--- src/rtl/sys_ctrl_host.sv ---
// Host-side command sequencer: frames a command into UART bytes, waits for a
// one-byte reply (or timeout) and reports it as a single-cycle response.
module sys_ctrl_host #(
  parameter int unsigned TIMEOUT_CYCLES = 100000
) (
  input  logic        clk,
  input  logic        rst,
  input  logic        cmd_valid,
  output logic        cmd_ready,
  input  logic [7:0]  cmd_op,
  input  logic [15:0] cmd_addr,
  input  logic [7:0]  cmd_data,
  output logic        rsp_valid,
  output logic [7:0]  rsp_data,
  output logic [1:0]  rsp_err,
  output logic        tx_start,
  output logic [7:0]  tx_data,
  input  logic        tx_done,
  input  logic        rx_valid,
  input  logic [7:0]  rx_data,
  output logic        busy
);

  localparam int unsigned BYTE_W = 8;
  localparam int unsigned ADDR_W = 16;
  localparam int unsigned TO_W   = 17;
  localparam int unsigned CNT_W  = 2;

  localparam logic [BYTE_W-1:0] OP_WRITE = 8'h02;
  localparam logic [BYTE_W-1:0] OP_READ  = 8'h03;
  localparam logic [BYTE_W-1:0] OP_MAX   = 8'h07;

  localparam logic [1:0] ERR_OK      = 2'b00;
  localparam logic [1:0] ERR_TIMEOUT = 2'b01;
  localparam logic [1:0] ERR_NACK    = 2'b10;
  localparam logic [1:0] ERR_ILLEGAL = 2'b11;

  localparam logic [TO_W-1:0] TO_LAST = TO_W'(TIMEOUT_CYCLES - 1);

  typedef enum logic [2:0] {
    IDLE,
    SEND,
    WAIT_DONE,
    WAIT_RSP,
    RESP
  } state_t;

  state_t              state_q, state_d;
  logic [BYTE_W-1:0]   op_q, op_d;
  logic [ADDR_W-1:0]   addr_q, addr_d;
  logic [BYTE_W-1:0]   data_q, data_d;
  logic [CNT_W-1:0]    cnt_q, cnt_d;
  logic [CNT_W-1:0]    last_idx_q, last_idx_d;
  logic [TO_W-1:0]     to_cnt_q, to_cnt_d;
  logic                tx_start_q, tx_start_d;
  logic [BYTE_W-1:0]   tx_data_q, tx_data_d;
  logic                rsp_valid_q, rsp_valid_d;
  logic [BYTE_W-1:0]   rsp_data_q, rsp_data_d;
  logic [1:0]          rsp_err_q, rsp_err_d;
  logic                cmd_ready_q, cmd_ready_d;
  logic                busy_q, busy_d;

  // Byte idx of the frame: op, addr hi, addr lo, data.
  function automatic logic [BYTE_W-1:0] sel_byte(
    input logic [CNT_W-1:0]  idx,
    input logic [BYTE_W-1:0] op,
    input logic [ADDR_W-1:0] addr,
    input logic [BYTE_W-1:0] data
  );
    case (idx)
      2'd0:    sel_byte = op;
      2'd1:    sel_byte = addr[15:8];
      2'd2:    sel_byte = addr[7:0];
      default: sel_byte = data;
    endcase
  endfunction

  // RESP is the response-pulse cycle; it accepts commands exactly like IDLE.
  always_comb begin
    state_d     = state_q;
    op_d        = op_q;
    addr_d      = addr_q;
    data_d      = data_q;
    cnt_d       = cnt_q;
    last_idx_d  = last_idx_q;
    to_cnt_d    = to_cnt_q;
    tx_start_d  = 1'b0;
    tx_data_d   = tx_data_q;
    rsp_valid_d = 1'b0;
    rsp_data_d  = rsp_data_q;
    rsp_err_d   = rsp_err_q;

    case (state_q)
      IDLE, RESP: begin
        state_d = IDLE;
        if (cmd_valid) begin
          op_d     = cmd_op;
          addr_d   = cmd_addr;
          data_d   = cmd_data;
          cnt_d    = '0;
          to_cnt_d = '0;
          if (cmd_op > OP_MAX) begin
            state_d     = RESP;
            rsp_valid_d = 1'b1;
            rsp_err_d   = ERR_ILLEGAL;
            rsp_data_d  = '0;
          end else begin
            state_d    = SEND;
            tx_start_d = 1'b1;
            tx_data_d  = cmd_op;
            if (cmd_op == OP_WRITE) begin
              last_idx_d = 2'd3;
            end else if (cmd_op == OP_READ) begin
              last_idx_d = 2'd2;
            end else begin
              last_idx_d = 2'd0;
            end
          end
        end
      end
      SEND: begin
        state_d = WAIT_DONE;
      end
      WAIT_DONE: begin
        if (tx_done) begin
          if (cnt_q == last_idx_q) begin
            state_d  = WAIT_RSP;
            to_cnt_d = '0;
          end else begin
            state_d    = SEND;
            cnt_d      = cnt_q + 2'd1;
            tx_start_d = 1'b1;
            tx_data_d  = sel_byte(cnt_q + 2'd1, op_q, addr_q, data_q);
          end
        end
      end
      WAIT_RSP: begin
        if (rx_valid) begin
          state_d     = RESP;
          rsp_valid_d = 1'b1;
          rsp_data_d  = rx_data;
          rsp_err_d   = ((op_q == OP_READ) || (rx_data == 8'h00)) ? ERR_OK : ERR_NACK;
        end else if (to_cnt_q == TO_LAST) begin
          state_d     = RESP;
          rsp_valid_d = 1'b1;
          rsp_data_d  = '0;
          rsp_err_d   = ERR_TIMEOUT;
        end else begin
          to_cnt_d = to_cnt_q + 17'd1;
        end
      end
      default: begin
        state_d = IDLE;
      end
    endcase

    cmd_ready_d = (state_d == IDLE) || (state_d == RESP);
    busy_d      = ~cmd_ready_d;
  end

  always_ff @(posedge clk) begin
    if (rst) begin
      state_q     <= IDLE;
      op_q        <= '0;
      addr_q      <= '0;
      data_q      <= '0;
      cnt_q       <= '0;
      last_idx_q  <= '0;
      to_cnt_q    <= '0;
      tx_start_q  <= 1'b0;
      tx_data_q   <= '0;
      rsp_valid_q <= 1'b0;
      rsp_data_q  <= '0;
      rsp_err_q   <= '0;
      cmd_ready_q <= 1'b1;
      busy_q      <= 1'b0;
    end else begin
      state_q     <= state_d;
      op_q        <= op_d;
      addr_q      <= addr_d;
      data_q      <= data_d;
      cnt_q       <= cnt_d;
      last_idx_q  <= last_idx_d;
      to_cnt_q    <= to_cnt_d;
      tx_start_q  <= tx_start_d;
      tx_data_q   <= tx_data_d;
      rsp_valid_q <= rsp_valid_d;
      rsp_data_q  <= rsp_data_d;
      rsp_err_q   <= rsp_err_d;
      cmd_ready_q <= cmd_ready_d;
      busy_q      <= busy_d;
    end
  end

  assign cmd_ready = cmd_ready_q;
  assign busy      = busy_q;
  assign tx_start  = tx_start_q;
  assign tx_data   = tx_data_q;
  assign rsp_valid = rsp_valid_q;
  assign rsp_data  = rsp_data_q;
  assign rsp_err   = rsp_err_q;

endmodule

--- config.mk ---
export PLATFORM = sky130hd
export DESIGN_NAME = sys_ctrl_host
export DESIGN_NICKNAME = d
export VERILOG_FILES = /design/src/rtl/sys_ctrl_host.sv
export SDC_FILE = /design/constraint.sdc
export NUM_CORES = 1
export LEC_CHECK = 0
export BUFFER_PORTS_ARGS = -buffer_cell sky130_fd_sc_hd__buf_2
export CORE_AREA = 2 2 85 87
export CTS_BUF_LIST = sky130_fd_sc_hd__clkbuf_2 sky130_fd_sc_hd__clkbuf_4 sky130_fd_sc_hd__clkbuf_8
export DETAILED_ROUTE_END_ITERATION = 6
export DIE_AREA = 0 0 87 89
export PLACE_DENSITY = 0.77
export SLEW_MARGIN = 0
export SYNTH_ARGS = -nofsm -noshare
export SYNTH_HDL_FRONTEND = slang
export SYNTH_SLANG_ARGS = --single-unit
export TNS_END_PERCENT = 50
--- constraint.sdc ---
create_clock -name clk -period 2.5 [get_ports clk]
set_clock_uncertainty 0.05 [all_clocks]
set_input_delay 0.375 -clock clk [delete_from_list [all_inputs] [get_ports clk]]
set_output_delay 0.375 -clock clk [all_outputs]
set_load 0.01 [all_outputs]
==> summary.txt, run 1 <==
Power and ir drop
  • Leak pwr: 1.62 nW
  • Power Internal: 1.76 mW
  • Flop pwr share: 55.0%
  • Sw frac: 25.8%
  • VDD IR-drop max: 434 uV
  • Combinational group share of total power: 8.2%
  • Power share of the clock group: 36.7%
  • Total power: 2.37 mW
  • Switching power: 0.611 mW
  • Cell area power density: 570 nW/um^2

Floorplan
  • Die area: about 7700 sq um
  • Initial Util: 53.9%
  • Core box area: between 6000 and 7000 sq um
  • Std cell rows: 30
  • Die H: 89 um
  • # IOs: 67
  • Die width: around 87 um

Placed design
  • Final HPWL DP: 5940 um
  • Area post-placement: 3970 sq um
  • Port Buf Inserts: 66
  • Placer Congestion: 0.828
  • Inst Count DP: ~550
  • Dpl ws: 0.403 ns

Route
  • Vias/cell: 5.86
  • Initial DRC Count: 212
  • Vias: 3286
  • Antenna viol nets, final: 0
  • Total Wirelength: 8500 um
  • Drt first pass iters: 7
  • DR WL/cell: 15.2 um
  • DR DRC count: 0

Min path
  • Critical hold path startpoint: rx_valid
  • Hold Path Sink: rsp_err[0]
  • Class of the worst hold path: in2reg
  • Worst hold path depth: 2

STA
  • RSZ-0062 raised after global routing: no
  • Post-layout min period: 2.13 ns
  • Final worst slack: 0.365 ns
  • Final setup violation count: 0
  • Slew Limit Fails: 0
  • Final hold slack: 0.160 ns
  • Final Hold Vio Count: 0
  • Final period util: between 80% and 90%
  • Relative slew slack: 56.5%
  • Setup TNS: 0 ns
  • Worst-Margin Slew: 0.652 ns
  • Max frequency: 0.468 GHz

Setup path
  • WP data arrival: about 2.4 ns
  • Reg-to-reg startpoint: state_q[0]
  • Reg-to-Reg End: to_cnt_q[12]
  • Critical Path Source Type: register
  • CP Max Fanout: 25
  • Worst reg-to-reg setup slack: 0.37 ns
  • CP required: 2.73 ns
  • Worst setup EP type: register
  • Critical path class: reg2reg
  • R2r worst-path depth: 6

Yosys
  • Avg Synthesized Cell Area: 8.62 sq um
  • Async S/R FF share, synth: 0%
  • Post-Syn Nets: 470
  • Library cells used by synthesis: 59
  • Synthesized area: 3620 sq um
  • Yosys warns: 0
  • Cells after Synth: 420
  • Seq/Total Area, Yosys: 43.1%
  • Seq cells post-synth: 78
  • Commonest register cell after synthesis: dfxtp_1
  • Number of flops mapped to enable cells by yosys: 0

Finish
  • Area delta synth->final: 14.6%
  • Layout Utilization: around three fifths
  • Final Non-Filler Cells: 561
  • N_diodes: 0
  • Nets: 526
  • Layout cells sized above 1: 22.5%
  • Final Cell Area: 4150 sq um

Clock network
  • CTS tree: yes
  • Clk sinks: 78
  • Post-cts resize count: 0
  • CTS Root Cell: clkbuf_8
  • Total CTS buffers: 9
  • Postcts setup bufs: 0
  • Clock transition at path regs: approximately 0.08 ns
  • Max clock buf depth: 2
  • # H-tree levels: 3
  • Hold_buf cts: 0
  • Worst skew pair latency: between 0.3 and 0.4 ns

Flow run
  • Max Cap Viol: 0

Global routing
  • Initial antenna violation count: 0
  • Total congestion overflow: 0
  • Vias in the first global route: 3022
  • First-pass GRT wire length: 13900 um
  • GRT Total Usage: a little under a quarter
  • Largest net degree at the start of global routing: 55

Status
  • Status: complete, no violations
-- cell type report --
cell class | count | area, sq um
fill | 588 | 2570
multi-input combinational | 308 | 1900
sequential | 78 | 1560
timing repair buffer | 74 | 390
clock buffer | 11 | 145
tap | 80 | 100
clock inverter | 5 | 35.0
inverter | 5 | 18.8
-- how the worst max path moves through the flow --
stage / startpoint / to / slack, ns / cells after the start
2_1_floorplan: to_cnt_q[0] / to_cnt_q[5] / 0.66 / 8
3_3_place_gp: cmd_op[3] / rsp_data[3] / 0.42 / 6
3_5_place_dp: cmd_op[3] / rsp_data[3] / 0.40 / 6
4_1_cts: state_q[0] / to_cnt_q[4] / 0.37 / 6
5_1_grt: state_q[0] / to_cnt_q[16] / 0.21 / 6
6_report: state_q[0] / to_cnt_q[12] / 0.37 / 6
-- routing by layer --
layer | vias up | track usage (%) | wire length, um
met5 | - | 0 | 0
met4 | 0 | 9.94 | 123
met3 | 10 | 4.71 | 424
met2 | 92 | 38.7 | 4050
met1 | 1541 | 27.9 | 3910
li1 | 1643 | - | -
-- power by group through the flow --
stage / combinational, mW / sequential, mW / clock, mW
after global placement: 0.190 / 1.33 / 0
after global routing: 0.217 / 1.31 / 0.935
after floorplan: 0.116 / 1.33 / 0
after detailed placement: 0.193 / 1.33 / 0
final: 0.195 / 1.30 / 0.870
after CTS: 0.194 / 1.30 / 0.879
-- worst max-delay path: stages (launching register included) --
cell	delay, ns
dfxtp_1	0.59
nand3b_1	0.34
nand2_4	0.19
nor2_2	0.04
buf_4	0.21
or4_1	0.49
a21oi_1	0.14
-- cell usage in the layout, fill, tap and decap left out, types with 4 or more instances in the layout --
master,n
clkbuf_8,10
o31ai_1,7
nand3_1,8
buf_2,66
buf_4,8
a211oi_1,11
mux2i_1,11
nor4_1,4
a22o_1,8
ha_1,5
o21ai_0,12
a222oi_1,8
or4_1,10
nor3_1,7
o211ai_1,4
nor2_1,20
nand4_1,6
nand2_1,88
a21oi_1,45
inv_1,5
dfxtp_1,78
and3_1,4
-- registers in the layout, summed over array words and instances, names as in the netlist --
name        count
last_idx_q      2
rsp_data        8
rsp_valid       1
data_q          8
tx_data         8
cmd_ready       1
state_q         3
addr_q         16
tx_start        1
rsp_err         2
cnt_q           2
busy            1
op_q            8
to_cnt_q       17
-- cells by family (layout without fill, tap and decap cells) --
logic type / Yosys count / count (layout) / share of synthesized area (%)
adder cells (fa/ha/maj): 5 / 5 / 1.73
AND/OR/NAND/NOR: 178 / 178 / 26.1
AO/OA/AOI/OAI: 110 / 110 / 20.4
XOR/XNOR: 4 / 4 / 0.967
multiplexers: 11 / 11 / 3.04
buffers and inverters: 34 / 95 / 4.63
flip-flops: 78 / 78 / 43.1
-- synthesized netlist by cell type (7+ instances only) --
cell      count  share of area [%]
o21ai_0      12                1.7
a211oi_1     11                2.3
dfxtp_1      78                 43
clkbuf_1     17                1.8
a22o_1        8                1.9
o31ai_1       7                1.5
or4_1        10                2.1
a21oi_1      45                6.2
nand3_1       8                1.1
nor2_1       20                2.1
a222oi_1      8                2.2
nor3_1        7               0.97
nand2_1      88                9.1
mux2i_1      11                3.0
(Power assumes the default switching activity.)
==> run 2, diff against run 1 <==
- PLACE_DENSITY: 0.77 -> unset
- PLACE_DENSITY_LB_ADDON: unset -> 0.15
==> run 2 against run 1 <==
The run now ends with design-rule violations left. Setup slack improved by 0.014 ns. Global-route usage is 0.12 points higher. Combinational power is essentially flat. Critical endpoint is now to_cnt_q[4]. Maximum frequency is 0.64% higher. Core utilization grew 0.61 points. Highest routed layer unchanged. Via count decreased by 0.88%. Critical path type unchanged. Sequential share of layout area fell by 0.37 points.
==> summary.txt, run 2 (synthesis gave the netlist of run 1 again) <==
Placed design
  • Placer Congestion: 0.832 (+0.53%)
  • Port Buf Inserts: 66 (unchanged)
  • Final HPWL DP: 5810 um (-2.3%)
  • Inst Count DP: 545 (unchanged)
  • Dpl ws: 0.384 ns (-0.0197 ns)

Route
  • Total Wirelength: 8480 um (-0.27%)
  • DR DRC count: 7 (+7)
  • Antenna viol nets, final: 0 (unchanged)
  • Vias/cell: 5.82 (-0.71%)
  • Drt first pass iters: 7 (unchanged)
  • DR WL/cell: 15.1 um (about the same)
  • Initial DRC Count: 162 (-24%)
  • Vias: 3257 (-0.88%)

Clock network
  • CTS Root Cell: clkbuf_8
  • # H-tree levels: 3 (unchanged)
  • CTS tree: yes
  • Clock transition at path regs: 0.08 ns (about the same)
  • Clk sinks: 78 (unchanged)
  • Total CTS buffers: 9 (unchanged)
  • Hold_buf cts: 0 (unchanged)
  • Max clock buf depth: 2 (unchanged)
  • Postcts setup bufs: 0 (unchanged)
  • Worst skew pair latency: 0.35 ns (about the same)
  • Post-cts resize count: 0 (unchanged)

STA
  • Relative slew slack: 58.9% (+2.5 points)
  • Setup TNS: 0 ns (unchanged)
  • Final period util: 84.8% (-0.54 points)
  • Slew Limit Fails: 0 (unchanged)
  • RSZ-0062 raised after global routing: no
  • Final hold slack: 0.171 ns (+0.0115 ns)
  • Final worst slack: 0.379 ns (+0.0136 ns)
  • Worst-Margin Slew: 0.616 ns (-0.0356 ns)
  • Post-layout min period: 2.12 ns (-0.0136 ns)
  • Final Hold Vio Count: 0 (unchanged)
  • Final setup violation count: 0 (unchanged)
  • Max frequency: 0.471 GHz (+0.64%)

Power and ir drop
  • Leak pwr: 1.64 nW (+1.3%)
  • Combinational group share of total power: 7.6% (-0.6 points)
  • Power share of the clock group: 41.3% (+4.6 points)
  • Flop pwr share: 51.1% (-3.9 points)
  • Total power: 2.55 mW (+7.8%)
  • Switching power: 0.586 mW (-4.0%)
  • Power Internal: 1.97 mW (+12%)
  • VDD IR-drop max: 383 uV (-12%)
  • Cell area power density: 609 nW/um^2 (+6.7%)
  • Sw frac: 23.0% (-2.8 points)

Floorplan
  • Die area: 7740 sq um (unchanged)
  • Std cell rows: 30 (unchanged)
  • Die width: 87 um (unchanged)
  • # IOs: 67 (unchanged)
  • Core box area: 6720 sq um (unchanged)
  • Die H: 89 um (unchanged)
  • Initial Util: 53.9% (unchanged)

Setup path
  • Crit-path cells: or3b_4 > nand2_4 > nor2_2 > buf_4 > or4_1 > a21oi_1
  • Critical Path Source Type: register
  • CP Max Fanout: 25 (unchanged)
  • Critical-path top delay cell: or3b_4
  • Largest stage delay, worst path: 0.56 ns (-0.03 ns)
  • WP data arrival: 2.36 ns (about the same)
  • Largest delay share family, worst path: simple AND/OR/NAND/NOR gates
  • Worst path bufs/invs: 1 (unchanged)
  • CP required: 2.74 ns (about the same)
  • Worst setup EP type: register
  • Critical path class: reg2reg

Finish
  • Max FFs per register: 17 (unchanged)
  • Most common cell after layout, fill and taps aside: nand2_1
  • Multi-input combinational cell area: 1900 sq um (unchanged)
  • Layout cells sized above 1: 22.3% (-0.16 points)
  • Nets: 526 (unchanged)
  • # fillers: 612 (+4.1%)
  • Top reg by flops: to_cnt_q
  • Top Registers: to_cnt_q: 17 flops, addr_q: 16 flops
  • Register area: 1560 sq um (unchanged)
  • N_diodes: 0 (unchanged)
  • Commonest cells after routing, fill and taps aside: nand2_1, dfxtp_1, buf_2
  • Final Non-Filler Cells: 560 (-0.18%)
  • Area delta synth->final: 15.7%

Global routing
  • GRT Total Usage: 22.8% (+0.12 points)
  • Initial antenna violation count: 0 (unchanged)
  • Total congestion overflow: 0 (unchanged)
  • First-pass GRT wire length: 13900 um (about the same)
  • Vias in the first global route: 2989 (-1.1%)
  • Largest net degree at the start of global routing: 55 (unchanged)

Status
  • Failing checks: design-rule violations
  • Status: finished with violations

Min path
  • Class of the worst hold path: in2reg

Flow run
  • Max Cap Viol: 0 (unchanged)
-- run 2: power groups by stage --
stage	registers (mW)	clock network, mW	logic, mW
global route	1.31	1.13	0.218
floorplan	1.33	0	0.116
global placement	1.33	0	0.191
CTS	1.30	1.08	0.195
finish	1.30	1.06	0.194
detailed placement	1.33	0	0.194
-- run 2: layout make-up --
class | instances | area share, %
Multi-Input combinational cell | 308 | 45.3
Sequential cell | 78 | 37.3
Timing Repair Buffer | 74 | 9.31
Clock buffer | 11 | 3.61
Tap cell | 80 | 2.39
Clock inverter | 4 | 1.67
Inverter | 5 | 0.448
-- run 2: worst reg2reg max path: stages, from the launching register on --
cell,delay (ns)
dfxtp_1,0.43
or3b_4,0.56
nand2_4,0.12
nor2_2,0.04
buf_4,0.21
or4_1,0.50
a21oi_1,0.15
-- run 2: stage by stage --
stage | util (%) | cell area, sq um
finish | 62.4 | 4190
global route | 62.4 | 4190
CTS | 62.4 | 4190
detailed placement | 59.1 | 3970
global placement | 59.1 | 3970
floorplan | - | 3620
-- run 2: path summary, 6_finish.rpt --
path,slack [ns],start,cells past startpoint,endpoint
setup / recovery,0.38,state_q[0],6,to_cnt_q[4]
hold / removal,0.17,rx_valid,2,rsp_err[0]
setup reg to reg,0.38,state_q[0],6,to_cnt_q[4]
hold reg to reg,0.41,data_q[6],2,data_q[6]
-- run 2: metal layers --
| layer | track usage, % | wire, um | up-vias |
|---|---|---|---|
| li1 | - | - | 1638 |
| met1 | 29.1 | 3800 | 1505 |
| met2 | 37.5 | 4130 | 95 |
| met3 | 4.25 | 360 | 19 |
| met4 | 10.8 | 186 | 0 |
| met5 | 0 | 0 | - |
